## src/rtl/calc_sequencer.sv

```systemverilog
// calc_sequencer: multi-cycle add/sub/mul/div controller built around one shared N-bit adder
//
// Ports:
//   clk        system clock, rising edge
//   rst_n      asynchronous active-low reset
//   start      request pulse, sampled only in IDLE
//   op         00 add, 01 sub, 10 mul, 11 div (sampled with start)
//   a, b       unsigned N-bit operands (sampled with start)
//   busy       high in ITER and DONE
//   done       one-cycle completion pulse (DONE state)
//   result     sum / difference / product low bits / quotient
//   remainder  div remainder, 0 for other ops
//   err        add carry, sub borrow, mul overflow or div-by-zero
module calc_sequencer #(
    parameter int N = 6
) (
    input  logic         clk,
    input  logic         rst_n,
    input  logic         start,
    input  logic [1:0]   op,
    input  logic [N-1:0] a,
    input  logic [N-1:0] b,
    output logic         busy,
    output logic         done,
    output logic [N-1:0] result,
    output logic [N-1:0] remainder,
    output logic         err
);
    localparam logic [1:0] IDLE = 2'd0;
    localparam logic [1:0] ITER = 2'd1;
    localparam logic [1:0] DONE = 2'd2;
    localparam logic [1:0] OP_ADD = 2'b00;
    localparam logic [1:0] OP_SUB = 2'b01;
    localparam logic [1:0] OP_MUL = 2'b10;
    localparam logic [1:0] OP_DIV = 2'b11;
    localparam int CW = $clog2(N + 1);

    logic [1:0]     state;
    logic [1:0]     op_r;
    logic [N-1:0]   a_r;
    logic [N-1:0]   b_r;
    logic [CW-1:0]  cnt;
    // mul: {partial product high half, multiplier shifting out at the LSB}
    // div: {partial remainder, dividend shifting out at the MSB / quotient shifting in at the LSB}
    logic [2*N-1:0] prod;

    logic [N-1:0]   adder_x;
    logic [N-1:0]   adder_y;
    logic           adder_inv;
    logic [N:0]     sum;
    logic           div_nb;
    logic           div_zero;
    logic           last;
    logic [2*N-1:0] mul_next;
    logic [2*N-1:0] div_next;
    logic [2*N-1:0] prod_next;
    logic [N-1:0]   res_n;
    logic [N-1:0]   rem_n;
    logic           err_n;

    assign busy = state != IDLE;
    assign done = state == DONE;

    // The single shared adder; subtraction is x + ~y + 1.
    always_comb begin
        adder_x   = ~op_r[1] ? a_r
                  : (op_r == OP_MUL ? prod[2*N-1:N] : {prod[2*N-2:N], prod[N-1]});
        adder_y   = op_r == OP_MUL ? (prod[0] ? a_r : '0) : b_r;
        adder_inv = op_r == OP_SUB || op_r == OP_DIV;
        sum       = {1'b0, adder_x} + {1'b0, adder_y ^ {N{adder_inv}}} + (N+1)'(adder_inv);
    end

    // The shifted partial remainder is N+1 bits; its top bit set means it
    // certainly exceeds b, otherwise the adder carry decides (carry = no borrow).
    always_comb begin
        div_nb    = prod[2*N-1] | sum[N];
        mul_next  = {sum, prod[N-1:1]};
        div_next  = {div_nb ? sum[N-1:0] : adder_x, prod[N-2:0], div_nb};
        prod_next = op_r == OP_MUL ? mul_next : div_next;
        div_zero  = op_r == OP_DIV && b_r == '0;
        last      = ~op_r[1] || div_zero || cnt == CW'(N - 1);
    end

    always_comb begin
        res_n = ~op_r[1] ? sum[N-1:0] : (div_zero ? '1 : prod_next[N-1:0]);
        rem_n = op_r != OP_DIV ? '0 : (div_zero ? a_r : prod_next[2*N-1:N]);
        err_n = ~op_r[1] ? sum[N] ^ op_r[0]
              : (op_r == OP_MUL ? |prod_next[2*N-1:N] : div_zero);
    end

    always_ff @(posedge clk or negedge rst_n) begin
        if (!rst_n) begin
            state     <= IDLE;
            op_r      <= OP_ADD;
            a_r       <= '0;
            b_r       <= '0;
            cnt       <= '0;
            prod      <= '0;
            result    <= '0;
            remainder <= '0;
            err       <= 1'b0;
        end else begin
            case (state)
                IDLE: if (start) begin
                    op_r  <= op;
                    a_r   <= a;
                    b_r   <= b;
                    prod  <= {{N{1'b0}}, op == OP_MUL ? b : a};
                    cnt   <= '0;
                    state <= ITER;
                end
                ITER: begin
                    prod <= prod_next;
                    cnt  <= cnt + CW'(1);
                    if (last) begin
                        result    <= res_n;
                        remainder <= rem_n;
                        err       <= err_n;
                        state     <= DONE;
                    end
                end
                default: state <= IDLE;
            endcase
        end
    end
endmodule

```

## config.mk

```make
export PLATFORM = sky130hd
export DESIGN_NAME = calc_sequencer
export DESIGN_NICKNAME = d
export VERILOG_FILES = /design/src/rtl/calc_sequencer.sv
export SDC_FILE = /design/constraint.sdc
export NUM_CORES = 1
export LEC_CHECK = 0
export CAP_MARGIN = 20
export CORE_MARGIN = 2
export CORE_UTILIZATION = 57
export CTS_CLUSTER_DIAMETER = 50
export CTS_CLUSTER_SIZE = 28
export DETAILED_ROUTE_END_ITERATION = 8
export DONT_BUFFER_PORTS = 1
export PLACE_DENSITY_LB_ADDON = 0.3
export SKIP_CTS_REPAIR_TIMING = 1
export SLEW_MARGIN = 20
export SYNTH_ARGS = -nofsm -noshare
export SYNTH_HDL_FRONTEND = slang
export SYNTH_SLANG_ARGS = --single-unit
```

## constraint.sdc

```tcl
create_clock -name clk -period 3.7 [get_ports clk]
set_input_delay 0.555 -clock clk [delete_from_list [all_inputs] [get_ports clk]]
set_output_delay 0.555 -clock clk [all_outputs]
set_load 0.01 [all_outputs]
```

==> metrics.json <==
{
  "min_path_type": {"value": "in2async"},
  "fraction_of_the_mapped_netlist_area_in_compound_gates": {"value": 21.3, "unit": "%"},
  "drtPass1Iterations": {"value": 5},
  "first_global_vias": {"value": 2262},
  "post_route_setup_tns": {"value": 0, "unit": "ns"},
  "cp_slowest_stage_delay": {"value": 0.49, "unit": "ns"},
  "dr.first_iter.drc_count": {"value": 210},
  "detail-route-antenna-nets": {"value": 0},
  "clkSinkCount": {"value": 44},
  "crit_chain": {"value": "and3_1, a221oi_2, nand2_1, fa_1, a211oi_2, o21bai_2, maj3_2, or2_0, mux2i_1, mux2_2, a22o_1"},
  "synth.ff_latch_count": {"value": 44},
  "clock-root-buffer": {"value": "sky130_fd_sc_hd__clkbuf_8"},
  "post_synth_mux_area_share": {"value": 7.83, "unit": "%"},
  "die_height": {"value": 73.3, "unit": "µm"},
  "pre_cts_ws": {"value": 0.215, "unit": "ns"},
  "synth_simple_gate_area_share": {"value": 19.5, "unit": "%"},
  "slew_headroom": {"value": 38.0, "unit": "%"},
  "grt_usage": {"value": 27.0, "unit": "%"},
  "filler_cell_count": {"value": 399},
  "detail_route.wirelength": {"value": 6830, "unit": "µm"},
  "worst-endpoint-required": {"value": 3.89, "unit": "ns"},
  "timing.critical_path.slowest_stage_cell": {"value": "sky130_fd_sc_hd__dfrtp_1"},
  "hpwlAfterDp": {"value": 5010, "unit": "µm"},
  "dominant_combinational_cell_family_by_area_after_synthesis": {"value": "compound AO/OA/AOI/OAI gates"},
  "synthesis.instances": {"value": 324},
  "io_pins": {"value": 32},
  "final_weighted_congestion_in_routability_driven_placement": {"value": 1.03},
  "peak_freq": {"value": 289, "unit": "MHz"},
  "route.detailed.vias_per_inst": {"value": 6.39},
  "timing.final.ws_setup": {"value": 0.235, "unit": "ns"},
  "synth_flop_cell": {"value": "sky130_fd_sc_hd__dfrtp_1"},
  "timing.critical_path.from": {"value": "a_r[0]"},
  "detail_route.drc_violations": {"value": 0},
  "coreArea": {"value": 0.00466, "unit": "mm²"},
  "synth_enable_flop_cells": {"value": 0},
  "grt_setup_unrepaired": {"value": "no"},
  "period_minus_slack": {"value": 3.46, "unit": "ns"},
  "postSynth.asyncResetShare": {"value": 100, "unit": "%"},
  "synth.yosys.warnings": {"value": 0},
  "worstMarginPinSlew": {"value": 0.928, "unit": "ns"},
  "cts_made_buffers": {"value": 5},
  "clkLatencyLatePin": {"value": 0.30, "unit": "ns"},
  "timing.reg2reg.worst_path_depth": {"value": 11},
  "critPathBufInv": {"value": 0},
  "post_synthesis_to_final_layout_area_growth": {"value": 7.09, "unit": "%"},
  "r2r_slack": {"value": 0.24, "unit": "ns"},
  "endpoint_kind": {"value": "flop"},
  "clk_path_buf_depth": {"value": 2},
  "seq_area_frac_synth": {"value": 40.3, "unit": "%"},
  "max_cap_viol_count": {"value": 0},
  "grt_antenna_before_repair": {"value": 0},
  "initial_core_util": {"value": 58.7, "unit": "%"},
  "kind_of_launch_point_of_the_worst_setup_path": {"value": "flop"},
  "place.port_buffers": {"value": 0},
  "diodes": {"value": 0},
  "timing.final.crit_share": {"value": 93.6, "unit": "%"},
  "cpLargestDelayFamily": {"value": "compound AO/OA/AOI/OAI gates"},
  "synthXorXnorAreaFrac": {"value": 2.56, "unit": "%"},
  "r2r_start": {"value": "a_r[0]"},
  "path_clk_slew": {"value": 0.09, "unit": "ns"},
  "distinct_cell_type_count_after_synthesis": {"value": 49},
  "fraction_of_layout_cells_with_a_size_suffix_above_1": {"value": 7.89, "unit": "%"},
  "final_slew_viol_count": {"value": 0},
  "hold_viol_final": {"value": 0},
  "maximum_number_of_pins_on_one_net_before_global_route_repair": {"value": 45},
  "cts_max_level": {"value": 2},
  "clock_skew": {"value": 0.00975, "unit": "ns"},
  "mappedNetlistArea": {"value": 0.00273, "unit": "mm²"},
  "worstPathArrival": {"value": 3.65, "unit": "ns"},
  "drt_wl_cell": {"value": 18.4, "unit": "µm"},
  "vias": {"value": 2372},
  "layout_common_cells": {"value": "sky130_fd_sc_hd__nand2_1, sky130_fd_sc_hd__dfrtp_1, sky130_fd_sc_hd__a21oi_1"},
  "finish.net_count": {"value": 341},
  "run_status": {"value": "completed"},
  "mappedNetlistNets": {"value": 348},
  "grt_first_pass_wirelength": {"value": 11200, "unit": "µm"},
  "critical_path.max_fanout": {"value": 6},
  "tritoncts": {"value": "done"},
  "timing.final.setup_violations": {"value": 0},
  "critPathKind": {"value": "reg2reg"},
  "worst_r2r_endpoint": {"value": "remainder[4]"},
  "fp.dieArea": {"value": 0.00537, "unit": "mm²"},
  "standard_cell_rows": {"value": 25},
  "overall_die_width": {"value": 73.3, "unit": "µm"},
  "post_synth.cell_area_avg": {"value": 8.44, "unit": "µm²"},
  "most_common_cell_after_layout_fill_and_taps_aside": {"value": "sky130_fd_sc_hd__nand2_1"},
  "synth-adder-area-share": {"value": 3.89, "unit": "%"},
  "grt_remaining_overflow": {"value": 0}
}
cells in the mapped netlist (3+ instances only):
cell                       number  area (µm²)
sky130_fd_sc_hd__a211oi_1       3        22.5
sky130_fd_sc_hd__nand2_1       60         225
sky130_fd_sc_hd__nor2_1        25        93.8
sky130_fd_sc_hd__buf_2          4        20.0
sky130_fd_sc_hd__clkbuf_1      15        56.3
sky130_fd_sc_hd__xor2_1         6        52.6
sky130_fd_sc_hd__dfrtp_1       44        1100
sky130_fd_sc_hd__nand3_1       13        65.1
sky130_fd_sc_hd__a21oi_1       29         145
sky130_fd_sc_hd__ha_1           6        75.1
sky130_fd_sc_hd__a22o_1         3        26.3
sky130_fd_sc_hd__mux2i_1       18         180
sky130_fd_sc_hd__o21ai_0       26         130
sky130_fd_sc_hd__o22ai_1        3        18.8
sky130_fd_sc_hd__nand2b_1       3        18.8
sky130_fd_sc_hd__nor2b_1        7        43.8
sky130_fd_sc_hd__a31oi_1        3        18.8
sky130_fd_sc_hd__inv_1          7        26.3
sky130_fd_sc_hd__mux2_2         3        33.8
sky130_fd_sc_hd__a221oi_1       4        35.0
logic make-up after synthesis:
family                   after synthesis
buffers and inverters                 30
AND/OR/NAND/NOR                      120
AO/OA/AOI/OAI                         93
XOR/XNOR                               8
multiplexers                          21
adder cells (fa/ha/maj)                8
flip-flops                            44
sequential cells by signal, indices dropped and copies added (netlist names):
name and count:
a_r 6, b_r 6, cnt 3, err 1
op_r 2, prod 12, remainder 6, result 6
state 2
layer usage:
| metal | track usage (%) | wire [µm] | share of wire, % |
|---|---|---|---|
| met1 | 37.8 | 3130 | 46 |
| met2 | 41.7 | 3050 | 45 |
| met3 | 5.35 | 484 | 7.1 |
| met4 | 9.26 | 165 | 2.4 |
| met5 | 0 | 0 | 0 |
per-stage QoR:
stage,hold slack [ns],cell area [µm²],cells,util (%)
2_1_floorplan,0.259,2730,324,-
3_3_place_gp,0.261,2760,363,59.2
3_5_place_dp,0.260,2760,363,59.2
4_1_cts,-0.0628,2890,370,62.0
5_1_grt,0.103,2930,371,62.8
6_report,0.0863,2930,371,62.8
layout make-up:
class / count / area (µm²) / area share (%)
multi-input combinational: 250 / 1510 / 51.7
clock inverter: 2 / 60.1 / 2.05
sequential: 44 / 1100 / 37.6
tap: 54 / 67.6 / 2.31
clock buffer: 5 / 68.8 / 2.35
inverter: 7 / 26.3 / 0.897
timing repair buffer: 9 / 91.3 / 3.12
how the worst max path moves through the flow:
| stage | to | slack [ns] | depth (start not counted) |
|---|---|---|---|
| final | remainder[4] | 0.24 | 11 |
| after global routing | remainder[4] | 0.07 | 11 |
| after CTS | remainder[4] | 0.19 | 11 |
| after detailed placement | remainder[4] | 0.22 | 11 |
| after global placement | remainder[4] | 0.32 | 11 |
| after floorplan | remainder[4] | 0.12 | 15 |
Power is not shown: default switching activity piles up to over one toggle a cycle in this logic, so the estimate is an artifact.
